**config.mk**
```make
export PLATFORM = sky130hd
export DESIGN_NAME = apu_dmc_dma_responder
export DESIGN_NICKNAME = d
export VERILOG_FILES = /design/src/rtl/apu_dmc_dma_responder.sv
export SDC_FILE = /design/constraint.sdc
export NUM_CORES = 1
export LEC_CHECK = 0
export ABC_AREA = 1
export CAP_MARGIN = 20
export CORE_ASPECT_RATIO = 0.6
export CORE_MARGIN = 2
export CORE_UTILIZATION = 37
export DETAILED_ROUTE_END_ITERATION = 10
export GPL_ROUTABILITY_DRIVEN = 0
export GPL_TIMING_DRIVEN = 0
export PLACE_DENSITY = 0.79
export SYNTH_ARGS = -nofsm -noshare
export SYNTH_HDL_FRONTEND = slang
export SYNTH_SLANG_ARGS = --single-unit
```
**constraint.sdc**
```tcl
create_clock -name i_clk -period 1.2 [get_ports i_clk]
set_input_delay 0.24 -clock i_clk [delete_from_list [all_inputs] [get_ports i_clk]]
set_output_delay 0.24 -clock i_clk [all_outputs]
set_load 0.02 [all_outputs]
```
**src/rtl/apu_dmc_dma_responder.sv**
```systemverilog
// -----------------------------------------------------------------------------
// apu_dmc_dma_responder
//
// Bus-side responder for the APU DMC sample-fetch port. On a DMC request it
// halts the CPU at a read cycle. It then inserts a dummy cycle, plus an
// alignment cycle when the put/get parity is wrong. After that it performs
// one read on the shared CPU bus and returns the byte with a one-clock grant.
//
// Parameters
//   ADDR_W  bus address width
//   RD_LAT  clocks from o_bus_rd to valid i_bus_rdata (1..4)
//
// Ports
//   i_clk, i_rst    clock, synchronous active-high reset
//   i_cpu_ce        one-clock pulse at the start of every CPU cycle
//   i_cpu_addr      CPU address of the current cycle
//   i_cpu_wn        CPU direction of the current cycle (1 = read)
//   o_cpu_halt      RDY-low request to the CPU
//   i_dmc_req       DMC fetch request, held until grant
//   i_dmc_addr      sample address, stable while requesting
//   o_dmc_gnt       one-clock grant; o_dmc_smpl is valid in the same clock
//   o_dmc_smpl      fetched sample, held until the next grant
//   o_bus_addr      CPU address, or the latched DMC address while owning the bus
//   o_bus_rd        one-clock read strobe for the DMA fetch
//   o_bus_own       high while the responder owns the bus
//   i_bus_rdata     bus read data
// -----------------------------------------------------------------------------
module apu_dmc_dma_responder #(
  parameter int ADDR_W = 16,
  parameter int RD_LAT = 1
) (
  input  logic              i_clk,
  input  logic              i_rst,
  input  logic              i_cpu_ce,
  input  logic [ADDR_W-1:0] i_cpu_addr,
  input  logic              i_cpu_wn,
  output logic              o_cpu_halt,
  input  logic              i_dmc_req,
  input  logic [ADDR_W-1:0] i_dmc_addr,
  output logic              o_dmc_gnt,
  output logic [7:0]        o_dmc_smpl,
  output logic [ADDR_W-1:0] o_bus_addr,
  output logic              o_bus_rd,
  output logic              o_bus_own,
  input  logic [7:0]        i_bus_rdata
);

  typedef enum logic [2:0] {
    S_IDLE,
    S_HALT,
    S_DUMMY,
    S_ALIGN,
    S_FETCH,
    S_WAIT,
    S_DONE
  } state_t;

  localparam logic [2:0] LAT_LAST = 3'(RD_LAT);

  state_t            state;
  state_t            state_nxt;
  logic              r_get;     // put/get parity of the current CPU cycle
  logic [ADDR_W-1:0] r_addr;    // latched DMC sample address
  logic [2:0]        r_lat;     // read-latency counter, 1 in the first WAIT clock
  logic              r_gnt;
  logic [7:0]        r_smpl;
  logic              lat_done;
  logic              accept;

  assign lat_done = (r_lat == LAT_LAST);
  assign accept   = (state == S_IDLE) && i_cpu_ce && i_dmc_req;

  // NOTE: every variable driven here gets a default before the case so no
  // path leaves it unassigned and no latch is inferred.
  always_comb begin
    state_nxt = state;
    case (state)
      S_IDLE:  if (accept) state_nxt = S_HALT;
      S_HALT: begin
        if (i_cpu_ce) begin
          if (!i_dmc_req)    state_nxt = S_IDLE;   // abort before any bus activity
          else if (i_cpu_wn) state_nxt = S_DUMMY;  // CPU now stalled on a read
        end
      end
      // ~r_get is the parity of the cycle this ce starts.
      S_DUMMY: if (i_cpu_ce) state_nxt = (~r_get) ? S_FETCH : S_ALIGN;
      S_ALIGN: if (i_cpu_ce) state_nxt = S_FETCH;
      S_FETCH: state_nxt = S_WAIT;
      // Latency counting ignores ce; system ce spacing guarantees it finishes.
      S_WAIT:  if (lat_done) state_nxt = S_DONE;
      S_DONE:  if (i_cpu_ce) state_nxt = S_IDLE;
      default: state_nxt = S_IDLE;
    endcase
  end

  // NOTE: sequential state uses non-blocking assignments so every register
  // samples pre-edge values regardless of statement order.
  always_ff @(posedge i_clk) begin
    if (i_rst) begin
      state  <= S_IDLE;
      r_get  <= 1'b0;
      r_addr <= '0;
      r_lat  <= '0;
      r_gnt  <= 1'b0;
      r_smpl <= 8'h00;
    end else begin
      state <= state_nxt;
      if (i_cpu_ce) r_get  <= ~r_get;
      if (accept)   r_addr <= i_dmc_addr;
      if (state == S_FETCH)     r_lat <= 3'd1;
      else if (state == S_WAIT) r_lat <= r_lat + 3'd1;
      // Grant is registered together with the sample so both appear in the
      // first DONE clock.
      r_gnt <= (state == S_WAIT) && lat_done;
      if ((state == S_WAIT) && lat_done) r_smpl <= i_bus_rdata;
    end
  end

  assign o_cpu_halt = (state != S_IDLE);
  assign o_bus_own  = (state == S_FETCH) || (state == S_WAIT) || (state == S_DONE);
  assign o_bus_rd   = (state == S_FETCH);
  assign o_bus_addr = o_bus_own ? r_addr : i_cpu_addr;
  assign o_dmc_gnt  = r_gnt;
  assign o_dmc_smpl = r_smpl;

endmodule
```
Word level (Yosys, flattened, before mapping)
Index checks and enable logic that the tools add are counted.

Output and inout bits: 28. Word-level logic and storage cells: 46. Bits in registers: 32. Input bits: 45.

Reduce and logical (&&, ||, !) cells: 10. Bitwise gates (word level): 1. Add/sub/neg operators: 1. Equal/unequal tests: 14. Multiplexer cells: 13.

Operator list (count): two-way mux 3 bit (9); one-hot mux 3 bit (7 select lines) (1); two-way mux 16 bit (1); != test 2 bit, second input constant (6); equality test 3 bit, second input constant (3); AND reduction 7 bit (1); equality test 3 x 1 -> 1 bit, second input constant (2); equality test 3 x 2 -> 1 bit, second input constant (2); adder 3 x 1 -> 3 bit, second input constant (1); logical AND 1 bit (3); zero test 3 bit (1); != test 3 bit, second input constant (1); nonzero test 3 bit (1); logical OR 1 bit (2); two-way mux 1 bit (2); nonzero test 2 bit (1); OR reduction 2 bit (1); inverter 1 bit (1).

Logic depth before layout (Yosys ltp)
Gate-level depths: netlist of run 1.

Depth after elaboration: 5. Gate-level depth with buffers: 10. Gate-level depth less buffers: 10.

Worst setup path before layout of run 1
OpenSTA, ideal clock, no wires.

Path type: register -> output. Start: reg state[0]. End: out o_bus_addr[10]. Cell stages (with the launch flop): 7. Required time: 0.960 ns. Slack: -0.172 ns. Arrival time: 1.132 ns. Path buffers: 1. Path through: dfxtp_1 > inv_1 > o21ai_4 > inv_4 > buf_6 > nand2_1 > nand2_1.

Cells in the longest elaborated chain, start to end: 4. Elaborated cells on any way between the ends: 6. Classes of those cells: eq/ne: 3; mux: 1; reduce/logical: 2.

RTL lines: from (decl) (RTL line 60) `state_t state;`; from (signal assigned) (RTL line 107) `state <= state_nxt;`; equality test 3 bit (RTL line 120) `assign o_bus_own = (state == S_FETCH) || (state == S_WAIT) || (state == S_DONE);`; logical OR 1 bit (RTL line 120); logical OR 1 bit * (RTL line 120); named net o_bus_own (RTL line 44) `output logic o_bus_own,`; two-way mux 16 bit * (RTL line 122) `assign o_bus_addr = o_bus_own ? r_addr : i_cpu_addr;`; to (decl) (RTL line 42) `output logic [ADDR_W-1:0] o_bus_addr,`.

The timed path passes the listed nets; every way through them passes the cells marked *.

Worst setup path after layout of run 1
Start: reg state[0]. End: out o_bus_addr[11].

Cells in the longest elaborated chain, start to end: 4. Elaborated cells on any way between the ends: 6. Classes of those cells: eq/ne: 3; mux: 1; reduce/logical: 2.

RTL lines (RTL line): equality test 3 bit (120); logical OR 1 bit (120); logical OR 1 bit * (120); two-way mux 16 bit * (122).

Every way passes the cells marked *; elsewhere a longest branch is shown, timed or not.

==> reports/qor.csv, run 1 <==
stage;metric;value;unit
timing;Final Setup Violations;37;
drt;via count of the routed design;1803;
timing;final hold violations;0;
synthesis;Synth Register Bits;32;
finish;layout cell share with drive strength beyond 1;48.2;%
power;Peak VDD IR;1380;uV
global_route;antenna violations before repair;0;
power;total power;6.85;mW
synthesis;top-count cell post-synth;nand2_1;
synthesis;Synth Net Count;274;
clocking;H-tree levels;2;
floorplan;Die ar.;0.00472;mm2
critical_path;startpoint types;register;
power;NetSw;2.80;mW
power;P_leak;1.49;nW
power;Clock Power Share;16.5;%
finish;synth-to-layout area growth;106;%
clocking;CTS tree;yes;
floorplan;Core ar.;0.00405;mm2
global_route;GRT Util Overall;19.8;%
drt;DRT iter0 DRCs;35;
global_route;vias in the first global route;1639;
timing;fmax;576;MHz
synthesis;fraction of registers with async set/reset;0;%
clocking;cts bufs inserted;5;
power;combinational share of power;62.0;%
critical_path;CP required;0.96;ns
global_route;first-pass GRT wire length;7160;um
timing;Final min period;1.74;ns
clocking;clk slew on worst S/H paths;0.07;ns
drt;DRT antenna net count;0;
floorplan;Initial Utilization;38.1;%
timing;Hold WS;0.478;ns
critical_path;CP Class;register to output pin;
drt;final wirelength;5050;um
synthesis;Post-Syn Area;0.00154;mm2
global_route;grt ovf;0;
floorplan;num rows;18;
drt;Routed WL per cell;13.2;um
synthesis;post-synth top area cell;dfxtp_1;
clocking;# hold bufs at CTS;0;
synthesis;top post-synthesis cells by count;nand2_1, nor2_1, dfxtp_1;
synthesis;Yosys warning count;0;
place;HPWL Detailed;3090;um
run_status;failing checks;negative setup slack;
synthesis;average cell area after synthesis;6.80;um2
finish;diode count;0;
synthesis;EDFF count, synth;0;
floorplan;Top Ports;73;
synthesis;Area contributors post-synth;dfxtp_1, nand2_1, nor2_1;
synthesis;proportion of synthesized chip area in sequential cells;41.5;%
power;P_int;4.04;mW
timing;skew final;0.00337;ns
timing;max_slew headroom;82.1;%
timing;worst slew pin tran;0.268;ns
drt;drt drc;0;
clocking;clock latency at the later pin of the worst-skew pair;0.28;ns
clocking;clk buf depth;2;
critical_path;Crit. End Element;output pin;
drt;First-pass DRT Iterations;4;
drt;Vias/cell;4.72;
finish;Layout Nets;378;
synthesis;library cells used by synthesis;25;
global_route;pin count of the biggest net entering global routing;11;
synthesis;post-synth top area share;41.5;%
critical_path;Max FO, Critical Path;5;
run_status;status;finished, violations left;
clocking;clk sinks;32;
hold_path;HP Class;register to register;
timing;period utilization;145;%
critical_path;crit path DAT;1.50;ns
clocking;clock root buffer;clkbuf_8;
floorplan;die width;87.4;um
flow_run;maxcap violations;0;
place;dpl cell area;0.00248;mm2
power;power per cell area;2160;mW/mm2
timing;max-slew violation count;0;
finish;design area;0.00317;mm2
finish;fin util;78.2;%
place;placed insts;349;
synthesis;top_reg_cell synth;dfxtp_1;
synthesis;Synth Instances;227;
place;Port Buf Inserts;72;
finish;Non-Filler Instances;382;
power;Flop pwr share;21.5;%
timing;Setup WS post-layout;-0.536;ns
timing;RSZ-0062 raised after global routing;yes;
floorplan;die height;54.0;um
power;Sw Share;41.0;%
-- layout make-up --
cell class	count	area [um2]
multi-input cells	172	1180
repair buffers	96	952
clock inverters	1	30.0
flip-flops and latches	32	651
plain buffers	8	100
clock buffers	7	96.3
well taps	50	62.6
inverters	16	95.1
fillers	287	883
-- cells by family (layout without fill, tap and decap cells) --
logic type,count (synthesis),in the layout,share of synthesized area (%)
flops,32,32,41.5
simple gates,135,136,36.6
fa+ha+maj,2,2,1.62
buf+inv,24,128,8.03
compound gates,34,34,12.2
-- metrics by stage --
| stage | setup TNS [ns] | setup slack, ns |
|---|---|---|
| 6_report | -9.30 | -0.536 |
| 5_1_grt | -11.76 | -0.583 |
| 4_1_cts | -9.17 | -0.487 |
| 3_5_place_dp | -21.00 | -0.708 |
| 3_3_place_gp | -20.66 | -0.704 |
| 2_1_floorplan | -0.611 | -0.0679 |
-- flip-flops by register name, indices dropped and copies added (netlist names) --
signal,count
r_lat,3
state,3
o_dmc_gnt,1
o_dmc_smpl,8
r_addr,16
r_get,1
-- power by group through the flow --
stage / clock network, mW / logic [mW] / registers (mW)
after floorplan: 0 / 1.94 / 1.44
after CTS: 1.15 / 3.34 / 1.44
after global routing: 1.21 / 4.55 / 1.50
after detailed placement: 0 / 2.84 / 1.46
after global placement: 0 / 2.80 / 1.45
final: 1.13 / 4.25 / 1.47
-- cells in the final DEF, fill, tap and decap left out, drive strengths merged --
cell type,n
nor2,66
nand2,64
buf,48
clkdlybuf4s50,43
dfxtp,32
o21ai,28
clkbuf,18
inv,14
nand3,5
a21oi,3
a211oi,2
clkinv,2
ha,2
o21bai,1
nand3b,1
bufinv,1
dlymetal6s2s,1
dlygate4sd2,1
-- path summary, 6_finish.rpt --
check	startpoint	endpoint	slack [ns]	cells after the start
worst max-delay path	state[0]	o_bus_addr[11]	-0.54	8
worst min-delay path	r_get	r_get	0.48	2
worst max register to register	state[2]	state[2]	-0.10	8
worst min register to register	r_get	r_get	0.48	2
-- routing by layer --
metal,track usage (%),vias up,routed length (um)
met3,6.60,3,397
met4,5.64,0,21
met5,0,-,0
met1,25.1,813,2120
li1,-,925,-
met2,32.7,62,2510
-- critical path, stage by stage, from the launching register on --
cell and delay (ns):
dfxtp_4 0.40, inv_4 0.05, o21ai_4 0.18, inv_4 0.09, buf_12 0.13, buf_12 0.13, nand2_4 0.06, nand2_4 0.04
buf_6 0.12
-- what timing repair did --
action                                  CTS  global route
cloned                                    1             4
gates resized for setup                 122           118
buffers inserted                         13             8
pin swaps                                10            18
endpoints found under the setup margin   49            52
(Power assumes the default switching activity.)
==> inputs of run 2 (changes only) <==
--- a/config.mk
+++ b/config.mk
@@ -14,6 +14,7 @@
 export GPL_ROUTABILITY_DRIVEN = 0
 export GPL_TIMING_DRIVEN = 0
 export PLACE_DENSITY = 0.79
+export SKIP_CTS_REPAIR_TIMING = 1
 export SYNTH_ARGS = -nofsm -noshare
 export SYNTH_HDL_FRONTEND = slang
 export SYNTH_SLANG_ARGS = --single-unit
==> constraint.sdc (replaced) <==
create_clock -name i_clk -period 1.2 [get_ports i_clk]
set_input_delay 0.24 -clock i_clk [delete_from_list [all_inputs] [get_ports i_clk]]
set_output_delay 0.24 -clock i_clk [all_outputs]
set_load 0.1 [all_outputs]
==> reports/qor.csv, run 2 (synthesis gave the netlist of run 1 again) <==
stage;metric;value;unit;change
global_route;GRT Util Overall;16.7;%;was 19.8%
clocking;clk slew on worst S/H paths;0.07;ns;about the same
floorplan;Core ar.;0.00405;mm2;unchanged
finish;fillers;238;;was 287
critical_path;CP Class;register to output pin;;unchanged
drt;DRT iter0 DRCs;58;;was 35
critical_path;delay-heaviest family, CP;buffers and inverters;;unchanged
timing;fmax;545;MHz;was 576 MHz
finish;Register Area;662;um2;was 651 um2
critical_path;Max FO, Critical Path;5;;unchanged
timing;Final min period;1.83;ns;was 1.74 ns
global_route;first-pass GRT wire length;6010;um;was 7160 um
finish;commonest cells after routing, fill and taps aside;nor2_1, clkdlybuf4s50_1, nand2_1;;was clkdlybuf4s50_1, nor2_1, nand2_1
finish;diode count;0;;unchanged
drt;DRT antenna net count;0;;unchanged
finish;most common cell after layout, fill and taps aside;nor2_1;;was clkdlybuf4s50_1
drt;Routed WL per cell;15.2;um;was 13.2 um
timing;worst slew pin tran;0.312;ns;was 0.268 ns
global_route;vias in the first global route;1373;;was 1639
run_status;failing checks;negative setup slack;;unchanged
floorplan;die height;54.0;um;unchanged
finish;area occupied by multi-input gates;0.00124;mm2;was 0.00118 mm2
critical_path;Buf+Inv Stages, Crit Path;4;;was 5
place;placed insts;349;;unchanged
finish;fin util;81.5;%;was 78.2%
clocking;cts bufs inserted;5;;unchanged
run_status;status;finished, violations left;;unchanged
critical_path;startpoint types;register;;unchanged
critical_path;Crit. End Element;output pin;;unchanged
global_route;pin count of the biggest net entering global routing;11;;unchanged
timing;final hold violations;0;;unchanged
floorplan;die width;87.4;um;unchanged
global_route;grt ovf;0;;unchanged
timing;period utilization;153;%;was 145%
finish;Top reg by flops;r_addr;;unchanged
hold_path;HP Class;register to register;;unchanged
power;P_leak;1.34;nW;was 1.49 nW
timing;Setup WS post-layout;-0.634;ns;was -0.536 ns
floorplan;Top Ports;73;;unchanged
critical_path;slowest stage cell, crit path;dfxtp_4;;unchanged
floorplan;Die ar.;0.00472;mm2;unchanged
timing;RSZ-0062 raised after global routing;yes;;unchanged
power;power per cell area;2600;mW/mm2;was 2160 mW/mm2
critical_path;Critical Path Max Stage Delay;0.39;ns;was 0.40 ns
finish;Non-Filler Instances;371;;was 382
finish;layout cell share with drive strength beyond 1;43.6;%;was 48.2%
critical_path;CP Cell Sequence;inv_6 -> o21ai_4 -> buf_4 -> buf_6 -> nand2_1 -> nand2_8 -> buf_12;;was inv_4 -> o21ai_4 -> inv_4 -> buf_12 -> buf_12 -> nand2_4 -> nand2_4 -> buf_6
drt;final wirelength;5620;um;was 5050 um
critical_path;crit path DAT;1.59;ns;was 1.50 ns
clocking;clock latency at the later pin of the worst-skew pair;0.28;ns;about the same
clocking;clk buf depth;2;;unchanged
flow_run;maxcap violations;0;;unchanged
drt;drt drc;0;;unchanged
timing;max_slew headroom;79.3;%;was 82.1%
clocking;clk sinks;32;;unchanged
timing;skew final;0.00526;ns;was 0.00337 ns
floorplan;num rows;18;;unchanged
place;Port Buf Inserts;72;;unchanged
global_route;antenna violations before repair;0;;unchanged
drt;First-pass DRT Iterations;4;;unchanged
finish;synth-to-layout area growth;114;%;was 106%
drt;via count of the routed design;1809;;was 1803
power;Peak VDD IR;1650;uV;was 1380 uV
clocking;clock root buffer;clkbuf_8;;unchanged
floorplan;Initial Utilization;38.1;%;unchanged
place;HPWL Detailed;3090;um;about the same
finish;Layout Nets;367;;was 378
clocking;CTS tree;yes;;unchanged
clocking;H-tree levels;2;;unchanged
critical_path;CP required;0.96;ns;about the same
timing;max-slew violation count;0;;unchanged
timing;Final Setup Violations;38;;was 37
drt;Vias/cell;4.88;;was 4.72
finish;max reg flops;16;;unchanged
run 2: final cells by class:
type	count	share of cell area, %
Clock buffer	8	2.73
Multi-Input combinational cell	171	37.7
Timing Repair Buffer	86	31.8
Sequential cell	32	20.0
Inverter	16	2.92
Buffer	8	2.92
Tap cell	50	1.89
run 2: per-layer routing:
| metal | global-route usage, % | up-vias | part of all wire, % |
|---|---|---|---|
| met5 | 0 | - | 0 |
| met4 | 4.62 | 0 | 2.0 |
| met3 | 6.75 | 15 | 7.5 |
| met2 | 26.9 | 66 | 50 |
| met1 | 20.9 | 833 | 41 |
| li1 | - | 895 | - |
run 2: path summary, 6_finish.rpt:
kind,startpoint,endpoint,slack (ns),cells after the start
worst max-delay path,state[1],o_bus_addr[8],-0.63,7
worst min-delay path,o_dmc_smpl[7],o_dmc_smpl[7],0.47,2
worst max register to register,state[2],r_addr[4],-0.28,8
worst min register to register,o_dmc_smpl[7],o_dmc_smpl[7],0.47,2
run 2: worst register-to-register path, delay by kind of cell (launching register included):
kind / cells / cell delay (ns)
simple gates: 3 / 0.33
flops: 1 / 0.32
buf+inv: 4 / 0.56
compound gates: 1 / 0.15
run 2: through the flow:
stage	cell area [um2]	worst slack [ns]	TNS [ns]	hold WS [ns]	total power, mW
after global routing	3300	-0.690	-16.18	0.493	8.97
after detailed placement	2650	-1.30	-35.63	0.459	6.09
final	3300	-0.634	-13.63	0.469	8.60
after floorplan	1870	-0.204	-2.71	0.312	5.27
after global placement	2650	-1.28	-34.72	0.450	6.04
after CTS	2740	-1.61	-37.24	0.473	6.94
run 2: report_power, final:
| part | internal, mW | switching [mW] |
|---|---|---|
| registers | 1.28 | 0.236 |
| logic | 2.28 | 3.93 |
| clock network | 0.468 | 0.396 |
| total | 4.03 | 4.57 |
